<file path="src/rtl/float_alu_if.sv">
// Operand/result handshake bundle for float_alu: operand pair in, one result out.
interface float_alu_if;
    logic        in_valid;
    logic        in_ready;
    logic [15:0] a;
    logic [15:0] b;
    logic        op;
    logic        out_valid;
    logic        out_ready;
    logic [15:0] result;
    logic        ovf;
    logic        unf;

    modport master (
        output in_valid, a, b, op, out_ready,
        input  in_ready, out_valid, result, ovf, unf
    );

    modport slave (
        input  in_valid, a, b, op, out_ready,
        output in_ready, out_valid, result, ovf, unf
    );
endinterface

</file>
<file path="src/rtl/float_alu.sv">
// Multicycle 16-bit floatType ADD/MULT stage, one operation in flight at a time.
// Sequence: accept -> ALIGN -> OP -> NORM (one shift per cycle) -> DONE.
module float_alu (
    input  logic        clk,
    input  logic        rst_n,
    float_alu_if.slave  bus
);
    localparam int unsigned MW  = 10;
    localparam int unsigned EW  = 5;
    localparam int unsigned IEW = 7;
    localparam int unsigned PW  = 2 * MW;
    localparam int unsigned SW  = MW + 1;

    localparam logic signed [IEW-1:0] EXP_MAX = 7'sd15;
    localparam logic signed [IEW-1:0] EXP_MIN = -7'sd16;
    localparam logic signed [IEW-1:0] EXP_ONE = 7'sd1;

    typedef struct packed {
        logic          sign;
        logic [EW-1:0] exp;
        logic [MW-1:0] mant;
    } float_t;

    typedef enum logic [2:0] {
        S_IDLE,
        S_ALIGN,
        S_OP,
        S_NORM,
        S_DONE
    } state_t;

    state_t                 state_q;
    float_t                 a_q, b_q;
    logic                   op_q;
    logic                   sign_q, sign_s_q;
    logic signed [IEW-1:0]  exp_q;
    logic [MW-1:0]          mant_q, mant_s_q;
    logic                   in_ready_q, out_valid_q, ovf_q, unf_q;
    logic [15:0]            result_q;

    float_t                 l_d, s_d;
    logic signed [IEW-1:0]  ea_d, eb_d, el_d, es_d;
    logic [IEW-1:0]         shift_d;
    logic                   a_zero_d, b_zero_d, a_is_l_d;
    logic [MW-1:0]          mant_s_d;
    logic [PW-1:0]          prod_d;
    logic signed [IEW-1:0]  mul_exp_d, add_exp_d;
    logic [MW-1:0]          mul_mant_d, add_mant_d;
    logic [SW-1:0]          sum_d;
    logic [15:0]            result_d;
    logic                   ovf_d, unf_d;

    // ALIGN: pick larger magnitude as L (a zero word never wins), align S to it
    always_comb begin
        ea_d     = {{(IEW-EW){a_q.exp[EW-1]}}, a_q.exp};
        eb_d     = {{(IEW-EW){b_q.exp[EW-1]}}, b_q.exp};
        a_zero_d = (a_q.mant == '0);
        b_zero_d = (b_q.mant == '0);
        a_is_l_d = !a_zero_d &&
                   (b_zero_d || (ea_d > eb_d) || ((ea_d == eb_d) && (a_q.mant >= b_q.mant)));
        l_d      = a_is_l_d ? a_q  : b_q;
        s_d      = a_is_l_d ? b_q  : a_q;
        el_d     = a_is_l_d ? ea_d : eb_d;
        es_d     = a_is_l_d ? eb_d : ea_d;
        shift_d  = IEW'(el_d - es_d);
        if ((s_d.mant == '0) || (shift_d >= IEW'(SW))) begin
            mant_s_d = '0;
        end else begin
            mant_s_d = s_d.mant >> shift_d;
        end
    end

    // OP: product for MULT, signed-magnitude sum/difference for ADD
    always_comb begin
        prod_d    = PW'(a_q.mant) * PW'(b_q.mant);
        mul_exp_d = ea_d + eb_d;
        if (prod_d[PW-1]) begin
            mul_mant_d = prod_d[PW-1 -: MW];
        end else begin
            mul_mant_d = prod_d[PW-2 -: MW];
            mul_exp_d  = mul_exp_d - EXP_ONE;
        end

        sum_d      = SW'(mant_q) + SW'(mant_s_q);
        add_exp_d  = exp_q;
        add_mant_d = mant_q - mant_s_q;
        if (sign_q == sign_s_q) begin
            if (sum_d[MW]) begin
                add_mant_d = sum_d[MW:1];
                add_exp_d  = exp_q + EXP_ONE;
            end else begin
                add_mant_d = sum_d[MW-1:0];
            end
        end
    end

    // Final word with zero canonicalisation, saturation and flush
    always_comb begin
        result_d = {sign_q, exp_q[EW-1:0], mant_q};
        ovf_d    = 1'b0;
        unf_d    = 1'b0;
        if (mant_q == '0) begin
            result_d = '0;
        end else if (exp_q > EXP_MAX) begin
            result_d = {sign_q, EXP_MAX[EW-1:0], {MW{1'b1}}};
            ovf_d    = 1'b1;
        end else if (exp_q < EXP_MIN) begin
            result_d = '0;
            unf_d    = 1'b1;
        end
    end

    always_ff @(posedge clk or negedge rst_n) begin
        if (!rst_n) begin
            state_q     <= S_IDLE;
            a_q         <= '0;
            b_q         <= '0;
            op_q        <= 1'b0;
            sign_q      <= 1'b0;
            sign_s_q    <= 1'b0;
            exp_q       <= '0;
            mant_q      <= '0;
            mant_s_q    <= '0;
            in_ready_q  <= 1'b1;
            out_valid_q <= 1'b0;
            result_q    <= '0;
            ovf_q       <= 1'b0;
            unf_q       <= 1'b0;
        end else begin
            case (state_q)
                S_IDLE: begin
                    if (bus.in_valid && in_ready_q) begin
                        a_q        <= bus.a;
                        b_q        <= bus.b;
                        op_q       <= bus.op;
                        in_ready_q <= 1'b0;
                        state_q    <= S_ALIGN;
                    end
                end
                S_ALIGN: begin
                    sign_q   <= l_d.sign;
                    sign_s_q <= s_d.sign;
                    exp_q    <= el_d;
                    mant_q   <= l_d.mant;
                    mant_s_q <= mant_s_d;
                    state_q  <= S_OP;
                end
                S_OP: begin
                    if (op_q) begin
                        sign_q <= a_q.sign ^ b_q.sign;
                        exp_q  <= mul_exp_d;
                        mant_q <= mul_mant_d;
                    end else begin
                        exp_q  <= add_exp_d;
                        mant_q <= add_mant_d;
                    end
                    state_q <= S_NORM;
                end
                S_NORM: begin
                    if ((mant_q != '0) && !mant_q[MW-1]) begin
                        mant_q <= mant_q << 1;
                        exp_q  <= exp_q - EXP_ONE;
                    end else begin
                        result_q    <= result_d;
                        ovf_q       <= ovf_d;
                        unf_q       <= unf_d;
                        out_valid_q <= 1'b1;
                        state_q     <= S_DONE;
                    end
                end
                S_DONE: begin
                    if (bus.out_ready) begin
                        out_valid_q <= 1'b0;
                        in_ready_q  <= 1'b1;
                        state_q     <= S_IDLE;
                    end
                end
                default: begin
                    state_q <= S_IDLE;
                end
            endcase
        end
    end

    assign bus.in_ready  = in_ready_q;
    assign bus.out_valid = out_valid_q;
    assign bus.result    = result_q;
    assign bus.ovf       = ovf_q;
    assign bus.unf       = unf_q;
endmodule

</file>
<file path="src/flat_wrapper.sv">
// flat-port wrapper written by rule: the top's interface ports become plain ports
module float_alu_flat 
  (clk, rst_n, bus_in_valid, bus_a, bus_b, bus_op, bus_out_ready, bus_in_ready, bus_out_valid, bus_result, bus_ovf, bus_unf);
  float_alu_if bus_i ();
  input  logic clk;
  input  logic rst_n;
  input wire logic [$bits(bus_i.in_valid)-1:0] bus_in_valid;
  input wire logic [$bits(bus_i.a)-1:0] bus_a;
  input wire logic [$bits(bus_i.b)-1:0] bus_b;
  input wire logic [$bits(bus_i.op)-1:0] bus_op;
  input wire logic [$bits(bus_i.out_ready)-1:0] bus_out_ready;
  output wire logic [$bits(bus_i.in_ready)-1:0] bus_in_ready;
  output wire logic [$bits(bus_i.out_valid)-1:0] bus_out_valid;
  output wire logic [$bits(bus_i.result)-1:0] bus_result;
  output wire logic [$bits(bus_i.ovf)-1:0] bus_ovf;
  output wire logic [$bits(bus_i.unf)-1:0] bus_unf;
  assign bus_i.in_valid = bus_in_valid;
  assign bus_i.a = bus_a;
  assign bus_i.b = bus_b;
  assign bus_i.op = bus_op;
  assign bus_i.out_ready = bus_out_ready;
  assign bus_in_ready = bus_i.in_ready;
  assign bus_out_valid = bus_i.out_valid;
  assign bus_result = bus_i.result;
  assign bus_ovf = bus_i.ovf;
  assign bus_unf = bus_i.unf;
  float_alu u_core (.clk(clk), .rst_n(rst_n), .bus(bus_i));
endmodule
</file>
<file path="config.mk">
export PLATFORM = sky130hd
export DESIGN_NAME = float_alu_flat
export DESIGN_NICKNAME = d
export VERILOG_FILES = /design/src/rtl/float_alu_if.sv /design/src/rtl/float_alu.sv /design/src/flat_wrapper.sv
export SDC_FILE = /design/constraint.sdc
export NUM_CORES = 1
export LEC_CHECK = 0
export ABC_CLOCK_PERIOD_IN_PS = 8850
export BUFFER_PORTS_ARGS = -buffer_cell sky130_fd_sc_hd__buf_4
export CAP_MARGIN = 30
export CORE_MARGIN = 2
export CORE_UTILIZATION = 55
export CTS_CLUSTER_DIAMETER = 50
export DETAILED_ROUTE_END_ITERATION = 10
export GPL_TIMING_DRIVEN = 0
export PLACE_DENSITY = 0.8
export SLEW_MARGIN = 5
export SYNTH_ARGS = -nofsm -noshare
export SYNTH_HDL_FRONTEND = slang
export SYNTH_SLANG_ARGS = --single-unit
export TNS_END_PERCENT = 30
</file>
<file path="constraint.sdc">
create_clock -name clk -period 8.85 [get_ports clk]
set_input_delay 0.885 -clock clk [delete_from_list [all_inputs] [get_ports clk]]
set_output_delay 0.885 -clock clk [all_outputs]
set_load 0.02 [all_outputs]
</file>
==> impl_metrics.toml <==
[status]
status = "finished clean"

[sta]
post-route-worst-setup-slack_ns = 1.271
finClkSkew_ns = 0.01052
max_slew_margin = 0.5202
slew_violations = 0
setup_viol = 0
hold_viol = 0
setup_tns_ns = 0
fmaxAchievable_mhz = 131.9
fin_crit_sh = 0.8564
grt_setup_unrepaired = "false"
tightest_slew_ns = 0.7146
min_period_ns = 7.579

[global_routing]
grt_pass1_vias = 8608
track_usage = 0.2944
grt_max_degree = 56
grt_pass1_wl_microns = 43370
grt.overflow.total = 0
antenna_found_initial = 0

[synth]
synth-main-ff-cell = "dfrtp_1"
synth-xor-area-share = 0.02926
synth_area_leaders = "dfrtp_1, ha_1, fa_1"
avgSynthCellArea_sq_um = 8.390
yosys_warnings = 0
synth.net_count = 1368
synth_fa_ha_area_frac = 0.2662
synth_top_family_by_area = "adder cells"
post-synth-top-area-cell = "dfrtp_1"
synth-async-reset-ratio = 1.000
yosysTopAreaCellShare = 0.2156
synth_cell_types = 80
ys_ff_latch = 85
synth-edff-count = 0
netlist_instances = 1162
synth-compound-area-share = 0.1849
syn-cell-area_sq_mm = 0.009749
synth_seq_area_share = 0.2183
synth_simple_gate_area_frac = 0.1829
synth_mux_area_frac = 0.04428

[worst_setup_path]
cp.required_ns = 9.07
startpoint_type = "flop"
worstReg2RegEnd = "u_core.exp_q[3]"
end_kind = "flop"
arrival_ns = 7.79
cpMaxStageDelayCell = "a311oi_2"
rr_worst_depth = 24
cp_cell_sequence = "clkbuf_1, nand2_1, fa_1, inv_1, fa_1, inv_1, fa_1, inv_1, fa_1, inv_1, fa_1, inv_1, ha_1, a2111oi_0, o221ai_1, a311oi_2, o211ai_1, o311ai_1, buf_2, buf_2, nand3_1, xor2_1, a21oi_1, o21ai_0"
r2r_slack_ns = 1.27
cp_max_fo = 10
worstReg2RegStart = "u_core.b_q[3]"
max_stage_delay_ns = 0.60
worstSetupPathType = "flop to flop"

[layout]
fin_area_sq_mm = 0.01080
diodes = 0
final_common_cell = "nand2_1"
fin_cells = 1460
n_fill_cell = 1483
layout.cells.most_common_list = "nand2_1, inv_1, ha_1"
areaGrowthSynthToFinish_pct = 10.74
drive_gt1_frac = 0.1012
final_nets = 1436

[floorplanning]
die_area_sq_mm = 0.01881
fp.dieW_microns = 137.1
die_y_microns = 137.1
num_rows = 48
io_pins = 57
coreArea_sq_mm = 0.01730
start_util = 0.5637

[clock_tree]
clock_tree.root_cell = "clkbuf_16"
post_cts_resized = 0
post_cts_buffers = 0
numCtsBuffers = 9
clock_sinks = 85
cts.clk_slew.worst_paths_ns = 0.07
clk_path_buf_depth = 2
clkLatencyLatePin_ns = 0.35
hold_buffers = 0
cts-htree-levels = 3
cts_tree = "yes"

[drt]
routed_wl_microns = 26400
antenna_left = 0
viasPerCell = 5.938
avgRoutedWirePerCell_microns = 18.08
drt_iter0_drc = 779
drcViolationCount = 0
vias = 8669
firstDrtPassIters = 5

[placed_design]
post-place-ws_ns = 1.309
place_area_sq_mm = 0.01048
placement.io_buffers = 56
placed_cells = 1444
finalWeightedCongestion = 0.9524
hpwl_microns = 20680

[min_path]
hold_class = "input port to asynchronous set/reset pin"

[flow_run]
drv_cap = 0
==> sequential cells by signal, indices dropped and copies added, names as in the netlist <==
register              count
u_core.bus.result        16
u_core.sign_s_q           1
u_core.op_q               1
u_core.bus.in_ready       1
u_core.mant_q            10
u_core.b_q               16
u_core.exp_q              7
u_core.sign_q             1
u_core.state_q            3
u_core.bus.unf            1
u_core.bus.out_valid      1
u_core.mant_s_q          10
u_core.a_q               16
u_core.bus.ovf            1
==> how the worst max path moves through the flow <==
stage	start	to	slack, ns	cells past startpoint
after floorplan	u_core.a_q[5]	u_core.mant_q[4]	2.70	23
after detailed placement	u_core.a_q[5]	u_core.mant_q[4]	1.31	23
final	u_core.b_q[3]	u_core.exp_q[3]	1.27	24
after CTS	u_core.a_q[6]	u_core.exp_q[3]	1.25	24
after global routing	u_core.a_q[5]	u_core.exp_q[6]	0.81	24
after global placement	u_core.a_q[5]	u_core.mant_q[4]	1.49	23
==> routing by layer <==
metal / vias up / GRT usage / wire length, microns
met3: 59 / 0.06074 / 1957
met1: 4134 / 0.3858 / 11270
li1: 4125 / - / -
met4: 0 / 0.09336 / 715
met5: - / 0 / 0
met2: 351 / 0.4884 / 12460
==> cells in the mapped netlist, drive strengths merged (4+ instances only) <==
| library cell | instances |
|---|---|
| a21oi | 65 |
| xnor2 | 20 |
| a22o | 5 |
| o21bai | 5 |
| a31oi | 8 |
| nor2b | 8 |
| or2 | 5 |
| nor4 | 6 |
| mux2i | 24 |
| inv | 117 |
| or3 | 5 |
| and3 | 7 |
| o31ai | 5 |
| o21a | 9 |
| xor2 | 10 |
| nor2 | 85 |
| dfrtp | 84 |
| a221oi | 4 |
| buf | 13 |
| o221ai | 5 |
| o211ai | 22 |
| a21o | 7 |
| o22ai | 7 |
| nand4 | 11 |
| and2 | 50 |
| ha | 105 |
| nand2 | 148 |
| a22oi | 5 |
| a211oi | 14 |
| o21ai | 86 |
| fa | 64 |
| nor3 | 21 |
| mux2 | 17 |
| clkbuf | 48 |
| nand3 | 15 |
| nand2b | 7 |
==> cells by family after synthesis <==
kind of cell,Yosys count
muxes,41
DFF,85
and+or+nand+nor,379
xor gates and xnor gates,31
AOI/OAI and AO/OA,278
adders and majority gates,169
buffers and inverters,179
==> per-stage QoR <==
step | hold WS (ns) | util
after global routing | 0.5065 | 0.6242
after global placement | 0.4624 | 0.6042
after detailed placement | 0.4705 | 0.6058
after floorplan | 0.4722 | -
final | 0.4723 | 0.6242
after CTS | 0.4849 | 0.6242
==> critical path, delay by kind of cell, from the launching register on <==
kind | cells | cell delay [ns]
flip-flops | 1 | 0.45
AO/OA/AOI/OAI | 7 | 2.24
AND/OR/NAND/NOR | 2 | 0.28
adder cells (fa/ha/maj) | 6 | 2.91
buffers and inverters | 8 | 1.37
XOR/XNOR | 1 | 0.19
==> layout make-up <==
class	instances	area (sq um)	share of cell area
buffer	61	280.3	0.02596
multi-input combinational	898	6898	0.6389
clock inverter	5	65.06	0.006026
timing repair buffer	57	447.9	0.04149
sequential	85	2128	0.1971
inverter	118	442.9	0.04102
clock buffer	11	252.7	0.02341
tap	225	281.5	0.02607
Power is left out: the tool's default activity adds up to more than one toggle a clock period on the data nets, which glitch-free logic cannot reach.
